### config.mk
export PLATFORM = sky130hd
export DESIGN_NAME = change_dispenser
export DESIGN_NICKNAME = d
export VERILOG_FILES = /design/src/rtl/change_dispenser.sv
export SDC_FILE = /design/constraint.sdc
export NUM_CORES = 1
export LEC_CHECK = 0
export ABC_AREA = 1
export CAP_MARGIN = 15
export CORE_MARGIN = 2
export CORE_UTILIZATION = 50
export CTS_CLUSTER_SIZE = 20
export DETAILED_ROUTE_END_ITERATION = 8
export GPL_TIMING_DRIVEN = 0
export PLACE_DENSITY = 0.78
export SYNTH_ARGS = -nofsm -noshare
export SYNTH_HDL_FRONTEND = slang
export SYNTH_SLANG_ARGS = --single-unit
### constraint.sdc
create_clock -name clk -period 2.97 [get_ports clk]
set_input_delay 0.4455 -clock clk [delete_from_list [all_inputs] [get_ports clk]]
set_output_delay 0.4455 -clock clk [all_outputs]
set_load 0.02 [all_outputs]
### src/rtl/change_dispenser.sv
// Greedy coin payout sequencer: drives the hopper one coin per req/ack, largest denomination first.
// First coinReq 2 cycles after start; coinReq held until coinAck or ACK_TIMEOUT cycles (then fault).
module change_dispenser #(
  parameter int INV_WIDTH   = 8,
  parameter int ACK_TIMEOUT = 1000
) (
  input  logic                 clk,
  input  logic                 rst_n,
  input  logic                 start,
  input  logic [8:0]           changeAmt,
  input  logic                 invLoad,
  input  logic [INV_WIDTH-1:0] invDollar,
  input  logic [INV_WIDTH-1:0] invQuarter,
  input  logic [INV_WIDTH-1:0] invDime,
  input  logic [INV_WIDTH-1:0] invNickel,
  output logic                 coinReq,
  output logic [1:0]           coinType,
  input  logic                 coinAck,
  output logic                 busy,
  output logic                 done,
  output logic [8:0]           shortfall,
  output logic [8:0]           dispensed,
  output logic                 fault,
  output logic [INV_WIDTH-1:0] cntDollar,
  output logic [INV_WIDTH-1:0] cntQuarter,
  output logic [INV_WIDTH-1:0] cntDime,
  output logic [INV_WIDTH-1:0] cntNickel
);

  localparam int TW = $clog2(ACK_TIMEOUT + 1);

  typedef enum logic [1:0] {IDLE, SELECT, REQ, FINISH} state_t;

  state_t         state, stateNext;
  logic [8:0]     remaining;
  logic [TW-1:0]  ackTimer;
  logic           selFound;
  logic [1:0]     selType;
  logic           ackSeen;
  logic           timedOut;
  logic [8:0]     reqValue;

  function automatic logic [8:0] coinValue(input logic [1:0] t);
    case (t)
      2'd3:    coinValue = 9'd100;
      2'd2:    coinValue = 9'd25;
      2'd1:    coinValue = 9'd10;
      default: coinValue = 9'd5;
    endcase
  endfunction

  assign busy     = (state != IDLE);
  assign reqValue = coinValue(coinType);
  assign ackSeen  = (state == REQ) && coinAck;
  // ackTimer holds the number of REQ cycles already spent, so this fires on the ACK_TIMEOUT-th one.
  assign timedOut = (state == REQ) && !coinAck && (ackTimer == TW'(ACK_TIMEOUT - 1));

  always_comb begin
    selFound = 1'b0;
    selType  = 2'd0;
    if (remaining >= 9'd100 && cntDollar != '0) begin
      selFound = 1'b1;
      selType  = 2'd3;
    end else if (remaining >= 9'd25 && cntQuarter != '0) begin
      selFound = 1'b1;
      selType  = 2'd2;
    end else if (remaining >= 9'd10 && cntDime != '0) begin
      selFound = 1'b1;
      selType  = 2'd1;
    end else if (remaining >= 9'd5 && cntNickel != '0) begin
      selFound = 1'b1;
      selType  = 2'd0;
    end
  end

  always_ff @(posedge clk) begin
    if (!rst_n) state <= IDLE;
    else        state <= stateNext;
  end

  always_comb begin
    stateNext = state;
    case (state)
      IDLE:    if (start) stateNext = SELECT;
      SELECT:  stateNext = selFound ? REQ : FINISH;
      REQ: begin
        if (ackSeen)       stateNext = SELECT;
        else if (timedOut) stateNext = FINISH;
      end
      FINISH:  stateNext = IDLE;
      default: stateNext = IDLE;
    endcase
  end

  always_ff @(posedge clk) begin
    if (!rst_n) begin
      remaining  <= '0;
      ackTimer   <= '0;
      coinReq    <= 1'b0;
      coinType   <= 2'd0;
      done       <= 1'b0;
      shortfall  <= '0;
      dispensed  <= '0;
      fault      <= 1'b0;
      cntDollar  <= '0;
      cntQuarter <= '0;
      cntDime    <= '0;
      cntNickel  <= '0;
    end else begin
      done <= 1'b0;
      case (state)
        IDLE: begin
          if (invLoad) begin
            cntDollar  <= invDollar;
            cntQuarter <= invQuarter;
            cntDime    <= invDime;
            cntNickel  <= invNickel;
          end
          if (start) begin
            remaining <= changeAmt;
            dispensed <= '0;
            shortfall <= '0;
            fault     <= 1'b0;
          end
        end
        SELECT: begin
          if (selFound) begin
            coinReq  <= 1'b1;
            coinType <= selType;
            ackTimer <= '0;
          end else begin
            done      <= 1'b1;
            shortfall <= remaining;
          end
        end
        REQ: begin
          if (coinAck) begin
            coinReq   <= 1'b0;
            ackTimer  <= '0;
            remaining <= remaining - reqValue;
            dispensed <= dispensed + reqValue;
            case (coinType)
              2'd3:    cntDollar  <= cntDollar  - INV_WIDTH'(1);
              2'd2:    cntQuarter <= cntQuarter - INV_WIDTH'(1);
              2'd1:    cntDime    <= cntDime    - INV_WIDTH'(1);
              default: cntNickel  <= cntNickel  - INV_WIDTH'(1);
            endcase
          end else if (timedOut) begin
            coinReq   <= 1'b0;
            ackTimer  <= '0;
            fault     <= 1'b1;
            done      <= 1'b1;
            shortfall <= remaining;
          end else begin
            ackTimer <= ackTimer + TW'(1);
          end
        end
        default: ;
      endcase
    end
  end

endmodule

==> metrics.txt, run 1 <==
initial antenna violation count=0; Final TNS setup=0 ns; core footprint=approximately 10000 um2; initial cell density of the core=0.517; Final ANT Viol Nets=0; status=completed; GR peak layer=met2; met1 global-route usage=0.365; worst hold stages=2; Slew @ Worst Pin=between 0.7 and 0.8 ns; Post-DP HPWL=11700 um; Via-to-Cell Ratio=~5.4; CTS Buf Count=9; Post-synth EDFFs=0; Max Fclk=approximately 400 MHz; share of layout cells above drive strength 1=0.0557; Mapped Nets=approximately 880; Placed Cells=about 1000; GPL Wtd Cong=around 0.93; largest net degree at the start of global routing=12; crit path time final=between 2 and 2.5 ns; area grow syn2layout=26.8%; vias in the first global route=between 5000 and 6000; CTS Hold Buffers Added=0; Post-Layout Inst Area=6440 um2; Via Count=between 5000 and 6000; slowest cell on the critical path=dfxtp_1; nets=slightly below 1000; count leader, synth=nand2_1; postcts setup bufs=0; Worst Hold End=dispensed[6]; Worst EP required=3.19 ns; DRC=0; Register-to-Register Path Depth=14; final wirelength=between 15000 and 20000 um; global-route wire length before repair=~26000 um; CP endpoint kind=flip-flop; maximum buffer depth of the clock tree=2; I/O Buffers=between 100 and 150; final hold violation count=0; Peak VDD IR=between 0.0004 and 0.0005 V; met3 usage=0.0524; Antenna diodes=0; Final Cycle Share=0.842; # rows=36; clk sinks=76; Crit path largest cell delay=about 0.43 ns; Post-synth top cells=nand2_1, inv_1, nor2_1, dfxtp_1, a21oi_1; DRT Pass-1 Iters=7; clock-pin slew on the worst setup and hold paths=around 0.080 ns; Die Wd=between 100 and 150 um; leakage=approximately 2.8 nW; die area=between 10000 and 15000 um2; root buffer cell=clkbuf_8; total track usage=0.291; Fillers=around 960; FF-to-FF Start=coinType[0]; wire per inst=~15 um; area leader, netlist=dfxtp_1; Hold Path Origin=dispensed[6]; final clock skew=0.0164 ns; Die Y=around 100 um; Synth Warn #=0; FF-to-FF End=remaining[8]; sequential fraction of the synthesis area=0.300; met2 usage=0.468; Slew headroom=0.479; Synth area leaders=dfxtp_1, nand2_1, inv_1, nor2_1, ha_1; final slew viol count=0; Seq cells post-synth=between 70 and 80; Worst R2R Setup Slack=0.47 ns; Bufs and invs on worst path=3; Max Cap Viol=0; Final setup viols=0; Cell Area, Placed=6250 um2; Power Dens Cells=846 nW/um2; boundary pin count=102; HP Class=flip-flop to flip-flop; crit path DAT=approximately 2.7 ns; Main synth FF type=dfxtp_1; post_cts resized=0; cell count after synthesis=799; RSZ-0062 raised after global routing=false; Syn Area/Cell=6.35 um2; worst skew pair latency=about 0.37 ns; Synth top area share=0.300; H-Tree Level Count=3; grt ovf=0; critical path class=flip-flop to flip-flop; Crit path max-delay family=adder cells; Startpoint Class=flip-flop; CTS tree=done; Synth async-reset ratio=0; post-synthesis cell area=just over 5000 um2; DR iter-0 viols=a little over 400; crit path max fanout=5; critical path cell sequence=inv_1 -> ha_1 -> inv_1 -> nand2_1 -> ha_1 -> fa_1 -> inv_1 -> nand3_1 -> nand2_1 -> nand3_1 -> nand2_1 -> nor2_1 -> o21ai_0 -> a21oi_1; post-synthesis cell type count=38; Layout Cells excl Fill=approximately 1000
-- worst max path at each step --
stage / cells past startpoint / start / end / slack [ns]
2_1_floorplan: 14 / coinType[0] / remaining[8] / 0.71
3_3_place_gp: 14 / coinType[0] / remaining[8] / 0.57
6_report: 14 / coinType[0] / remaining[8] / 0.47
3_5_place_dp: 14 / coinType[0] / remaining[8] / 0.52
5_1_grt: 14 / coinType[0] / remaining[8] / 0.30
4_1_cts: 14 / coinType[0] / remaining[8] / 0.49
-- registers in the layout, indices dropped and copies added, names as in the netlist --
| signal | cells |
|---|---|
| fault | 1 |
| dispensed | 9 |
| ackTimer | 10 |
| coinType | 2 |
| cntQuarter | 8 |
| cntDollar | 8 |
| coinReq | 1 |
| remaining | 9 |
| cntDime | 8 |
| shortfall | 9 |
| done | 1 |
| state | 2 |
| cntNickel | 8 |
-- metrics by stage --
stage                      util  total power (W)  hold WS (ns)  worst slack [ns]
after global placement    0.637          0.00453         0.467             0.569
after global routing      0.655          0.00588         0.519             0.298
after detailed placement  0.637          0.00464         0.478             0.516
final                     0.655          0.00544         0.489             0.471
after floorplan               -          0.00360         0.454             0.708
after CTS                 0.655          0.00542         0.491             0.486
-- layout by cell type (no fill, tap or decap), types with 2 or more instances in the layout --
cell	instances
inv_2	9
o21ai_0	58
fa_1	2
nand4_1	12
clkdlybuf4s50_1	101
nor4_1	3
ha_1	29
nand2_2	3
o211ai_1	4
o21ai_2	4
a21o_1	2
dfxtp_1	76
buf_1	4
nor2_2	3
a31oi_1	10
clkbuf_8	12
nor3_1	8
nor2_1	104
a21oi_1	70
o22ai_1	2
xor2_1	3
a211oi_1	13
buf_2	6
nand2_1	181
nand3_1	57
inv_1	104
nor2_4	3
clkbuf_1	15
o21bai_1	2
or2_2	5
-- power by group --
group / internal [W] / switching (W)
Combinational: 0.00117 / 0.00196
Clock: 0.000373 / 0.000397
Sequential: 0.00127 / 0.000272
-- routing by layer --
layer	routed length, um	vias to the layer above
met5	0	-
met4	620	0
met3	1220	43
met2	7210	232
met1	6750	2583
li1	-	2839
-- cell families after synthesis --
family	synth area share
flops	0.300
buf+inv	0.104
fa+ha+maj	0.0794
xor+xnor	0.00690
simple gates	0.321
compound gates	0.189
-- tightest hold or removal path, cell delays in order, from the launching register on --
cell	delay (ns)
dfxtp_1	0.33
nand2_1	0.06
a21oi_1	0.05
-- layout make-up --
type	instances	area [um2]	share of cell area
multi-input combinational	586	3030	0.470
buffer	23	101	0.0157
inverter	114	428	0.0665
timing repair buffer	101	1010	0.157
tap	133	166	0.0259
clock inverter	1	5.00	0.000778
sequential	76	1520	0.236
clock buffer	15	176	0.0274
No activity file was read; power rests on OpenSTA's default activity.
==> run 2: changes to the inputs <==
Settings changed: CORE_UTILIZATION 50 to 47, PLACE_DENSITY 0.78 to 0.77.
Clock period 2.97 ns to 2.1 ns, I/O delays scaled along.
==> run 2 against run 1 <==
Against the previous run: die area up 6.1%; via count decreased by 0.91%; fmax increased by 24%; global-route usage fell by 2.7 points; clock skew decreased by 0.0072 ns; hold slack worse by 0.0064 ns; total power rose by 53%; largest cell class unchanged.
==> metrics.txt, run 2 (same netlist as run 1, synthesis figures left out) <==
status=completed; Via Count=between 5000 and 6000; Power Dens Cells=1230 nW/um2; boundary pin count=a little over 100; wire per inst=approximately 14 um; initial antenna violation count=0; I/O Buffers=roughly 100; largest net degree at the start of global routing=20; critical path class=flip-flop to flip-flop; Layout Cells excl Fill=about 1100; Via-to-Cell Ratio=roughly 5.3; slowest cell on the critical path=dfxtp_4; Placed Cells=between 1000 and 1500; root buffer cell=clkbuf_8; Die Y=~110 um; area grow syn2layout=33.2%; share of layout cells above drive strength 1=0.111; PnR worst setup slack=roughly 0.087 ns; final core utilization=0.649; DRT Pass-1 Iters=5; H-Tree Level Count=3; final hold violation count=0; DRC=0; GPL Wtd Cong=~0.92; most frequent cells in the layout=nand2_1, nor2_1, clkdlybuf4s50_1, inv_1, dfxtp_1; hold slack=~0.48 ns; Final Cycle Share=0.959; most common cell after layout, fill and taps aside=nand2_1; DR iter-0 viols=343; worst skew pair latency=0.36 ns; Max Cap Viol=0; Startpoint Class=flip-flop; Final ANT Viol Nets=0; crit path DAT=about 2.2 ns; vias in the first global route=~5000; clock-pin slew on the worst setup and hold paths=~0.080 ns; RSZ-0062 raised after global routing=true; # rows=37; Bufs and invs on worst path=4; pre-CTS worst setup slack=-0.224 ns; core footprint=between 10000 and 15000 um2; clk sinks=76; crit path max fanout=3; maximum buffer depth of the clock tree=2; CTS Hold Buffers Added=0; Final TNS setup=0 ns; Most flops, register=ackTimer; CTS tree=done; die area=between 10000 and 15000 um2; crit path time final=2.01 ns; Crit path max-delay family=adder cells; leakage=approximately 2.9 nW; Final setup viols=0; Peak VDD IR=0.000535 V; Slew @ Worst Pin=0.707 ns; nets=~1000; CP endpoint kind=flip-flop; CTS Buf Count=9; initial cell density of the core=0.487; max reg flops=10; final slew viol count=0; Slew headroom=0.528; final clock skew=0.00915 ns; global-route wire length before repair=roughly 24000 um; Max Fclk=around 500 MHz; HP Class=flip-flop to flip-flop; critical path cell sequence=inv_2 -> ha_4 -> inv_4 -> nand2_4 -> ha_4 -> inv_1 -> fa_2 -> inv_2 -> a31oi_1 -> or2_2 -> nand3_1 -> a21oi_1; grt ovf=0; Post-DP HPWL=between 10000 and 15000 um; total track usage=0.264; final wirelength=15200 um; Worst EP required=2.31 ns; Antenna diodes=0; Die Wd=between 100 and 150 um; Crit path largest cell delay=between 0.3 and 0.4 ns
## run 2: cell count changes in the layout (fill, tap and decap cells not counted), sizes merged
cell / before / now
clkdlybuf4s50: 101 / 100
bufinv: 0 / 2
clkinvlp: 0 / 1
buf: 11 / 18
dlygate4sd2: 0 / 1
## run 2: final timing paths
| kind | slack [ns] | endpoint | start | cells past startpoint |
|---|---|---|---|---|
| setup / recovery | 0.09 | dispensed[4] | coinType[0] | 12 |
| hold / removal | 0.48 | ackTimer[4] | ackTimer[4] | 2 |
| setup reg to reg | 0.09 | dispensed[4] | coinType[0] | 12 |
| hold reg to reg | 0.48 | ackTimer[4] | ackTimer[4] | 2 |
## run 2: routing by layer
| layer | vias up | track usage | share of wire |
|---|---|---|---|
| met4 | 0 | 0.0962 | 0.026 |
| met3 | 34 | 0.0591 | 0.086 |
| met5 | - | 0 | 0 |
| met2 | 235 | 0.405 | 0.43 |
| met1 | 2510 | 0.363 | 0.45 |
| li1 | 2866 | - | - |
## run 2: metrics by stage
| stage | total power, W | instance area (um2) |
|---|---|---|
| 6_report | 0.00833 | 6770 |
| 4_1_cts | 0.00786 | 6540 |
| 3_5_place_dp | 0.00650 | 6270 |
| 5_1_grt | 0.00899 | 6770 |
| 2_1_floorplan | 0.00510 | 5080 |
| 3_3_place_gp | 0.00645 | 6270 |
## run 2: what timing repair did
action | 4_1_cts | 5_1_grt
pin swaps | 2 | 15
resized for setup | 18 | 45
buffers inserted | 4 | 6
endpoints found under the setup margin | 42 | 66
cloned | 0 | 1
## run 2: report_power, final
| group | internal, W | total [W] | switching [W] |
|---|---|---|---|
| combinational | 0.00193 | 0.00487 | 0.00294 |
| sequential | 0.00181 | 0.00219 | 0.000381 |
| clock | 0.000702 | 0.00127 | 0.000569 |
| total | 0.00444 | 0.00833 | 0.00389 |
## run 2: worst register-to-register path: cells and delay by family, from the launching register on
family	cells	cell delay, ns
AOI/OAI and AO/OA	2	0.15
adders and majority gates	3	0.66
DFF	1	0.36
buffers and inverters	4	0.27
and+or+nand+nor	3	0.44
## run 2: area by class of cell
class	instances	area (um2)
inverters	114	435
flip-flops and latches	76	1530
plain buffers	22	115
well taps	136	170
clock buffers	12	145
repair buffers	112	1100
multi-input cells	586	3190
fillers	953	3650
clock inverters	4	72.6
==> run 3: changes to the inputs <==
Settings changed: CORE_MARGIN 2 to unset, SLEW_MARGIN set to 20.
==> run 3 against run 2 <==
Against the previous run: sequential share of layout area down 0.26 points; hold slack about the same; final cell count up 1.0%; die area down 3.7%; global-route usage up 0.91 points; register-to-register slack worse by 0.07 ns; fmax down 3.5%; flip-flop and latch count unchanged; clock-buffer cell count unchanged; utilization up 0.74 points; critical path type unchanged.
==> metrics.txt, run 3 (same netlist as run 1, synthesis figures left out) <==
clk sinks=76; initial antenna violation count=0; Fillers=approximately 1000; slowest cell on the critical path=dfxtp_2; # rows=37; Final ANT Viol Nets=0; die area=around 11000 um2; PnR worst setup slack=around 0.015 ns; most frequent cells in the layout=nand2_1, nor2_1, clkdlybuf4s50_1, inv_1, dfxtp_1; worst skew pair latency=~0.37 ns; clock-pin slew on the worst setup and hold paths=around 0.090 ns; maximum buffer depth of the clock tree=2; Register-to-Register Path Depth=10; DR top layer=met4; initial cell density of the core=0.487; Power Dens Cells=approximately 1200 nW/um2; Slew @ Worst Pin=between 0.7 and 0.8 ns; share of layout cells above drive strength 1=0.124; FF-to-FF Start=state[0]; Die Wd=~110 um; Peak VDD IR=0.000667 V; FF-to-FF End=shortfall[5]; max reg flops=10; boundary pin count=around 100; final clock skew=0.0139 ns; Worst EP required=~2.4 ns; leakage=around 3 nW; Via Count=5701; Final setup viols=0; Final TNS setup=0 ns; total power draw=about 0.0084 W; crit path DAT=2.34 ns; met2 wire len=7230 um; wire per inst=roughly 15 um; crit path time final=2.09 ns; global-route wire length before repair=24100 um; DRC=0; CTS Hold Buffers Added=0; DR iter-0 viols=roughly 430; Worst setup startpoint=state[0]; Worst R2R Setup Slack=about 0.015 ns; total track usage=0.273; H-Tree Level Count=3; status=completed; Post-DP HPWL=~11000 um; DR WL met3=about 1300 um; nets=1010; CTS Buf Count=9; CTS tree=done; final hold violation count=0; vias in the first global route=4888; Max Cap Viol=0; Antenna diodes=0; final slew viol count=0; Worst Hold End=ackTimer[4]; Via-to-Cell Ratio=approximately 5.3; Startpoint Class=flip-flop; I/O Buffers=a little over 100; met1 wire length=roughly 7000 um; crit path max fanout=8; root buffer cell=clkbuf_8; HP Class=flip-flop to flip-flop; final wirelength=15800 um; largest net degree at the start of global routing=20; CP endpoint kind=flip-flop; Hold Path Origin=ackTimer[4]; DRT Pass-1 Iters=8; critical path depth in cells=10; critical path cell sequence=inv_1 -> ha_1 -> inv_2 -> nor2_2 -> nand4_4 -> buf_4 -> a21oi_2 -> nand3_1 -> nand2_1 -> nor2_1; Slew headroom=0.523; Most flops, register=ackTimer; area grow syn2layout=34.8%; core footprint=between 10000 and 15000 um2; Crit path max-delay family=simple AND/OR/NAND/NOR gates; Max Fclk=between 400 and 500 MHz; critical path class=flip-flop to flip-flop; grt ovf=0; Bufs and invs on worst path=3; RSZ-0062 raised after global routing=true; most common cell after layout, fill and taps aside=nand2_1; Crit path largest cell delay=0.36 ns; Die Y=106 um; worst hold stages=2; pre-CTS worst setup slack=-0.259 ns; GPL Wtd Cong=between 0.9 and 1; Final Cycle Share=0.993
## run 3: per-stage QoR
stage               instance area [um2]  instances  hold slack, ns  utilization
floorplan                          5080        799           0.453            -
global placement                   6270       1036           0.454        0.602
detailed placement                 6270       1036           0.464        0.602
CTS                                6580       1054           0.481        0.631
global route                       6840       1073           0.502        0.657
finish                             6840       1073           0.482        0.657
## run 3: repair_timing
item | 4_1_cts | 5_1_grt
setup endpoints to repair | 43 | 60
pin swaps | 2 | 13
buffers inserted | 4 | 16
cloned | 0 | 3
resized for setup | 25 | 39
## run 3: layer usage
layer  vias up  track usage
met1      2512        0.377
met5         -            0
met4         0       0.0962
li1       2880            -
met3        32       0.0454
met2       277        0.428
## run 3: worst max-delay path by stage
stage                    end  slack (ns)
6_report        shortfall[5]        0.01
2_1_floorplan   remaining[8]        0.01
4_1_cts         shortfall[2]       0.002
5_1_grt             state[0]       -0.11
3_5_place_dp   cntQuarter[1]       -0.26
3_3_place_gp    cntDollar[3]       -0.19
## run 3: where the power goes
group	internal (W)	switching, W
sequential	0.00181	0.000403
combinational	0.00198	0.00296
clock	0.000678	0.000577
## run 3: worst reg2reg max path, stage by stage, from the launching register on
cell,delay (ns)
dfxtp_2,0.36
inv_1,0.12
ha_1,0.26
inv_2,0.14
nor2_2,0.19
nand4_4,0.20
buf_4,0.21
a21oi_2,0.24
nand3_1,0.14
nand2_1,0.09
nor2_1,0.04
## run 3: final cells by class
cell class	instances	area (um2)	area share
Multi-Input combinational cell	588	3200	0.468
Clock inverter	3	42.5	0.00622
Inverter	114	433	0.0633
Sequential cell	76	1530	0.224
Timing Repair Buffer	122	1170	0.172
Tap cell	136	170	0.0249
Clock buffer	12	176	0.0258
Buffer	22	116	0.0170
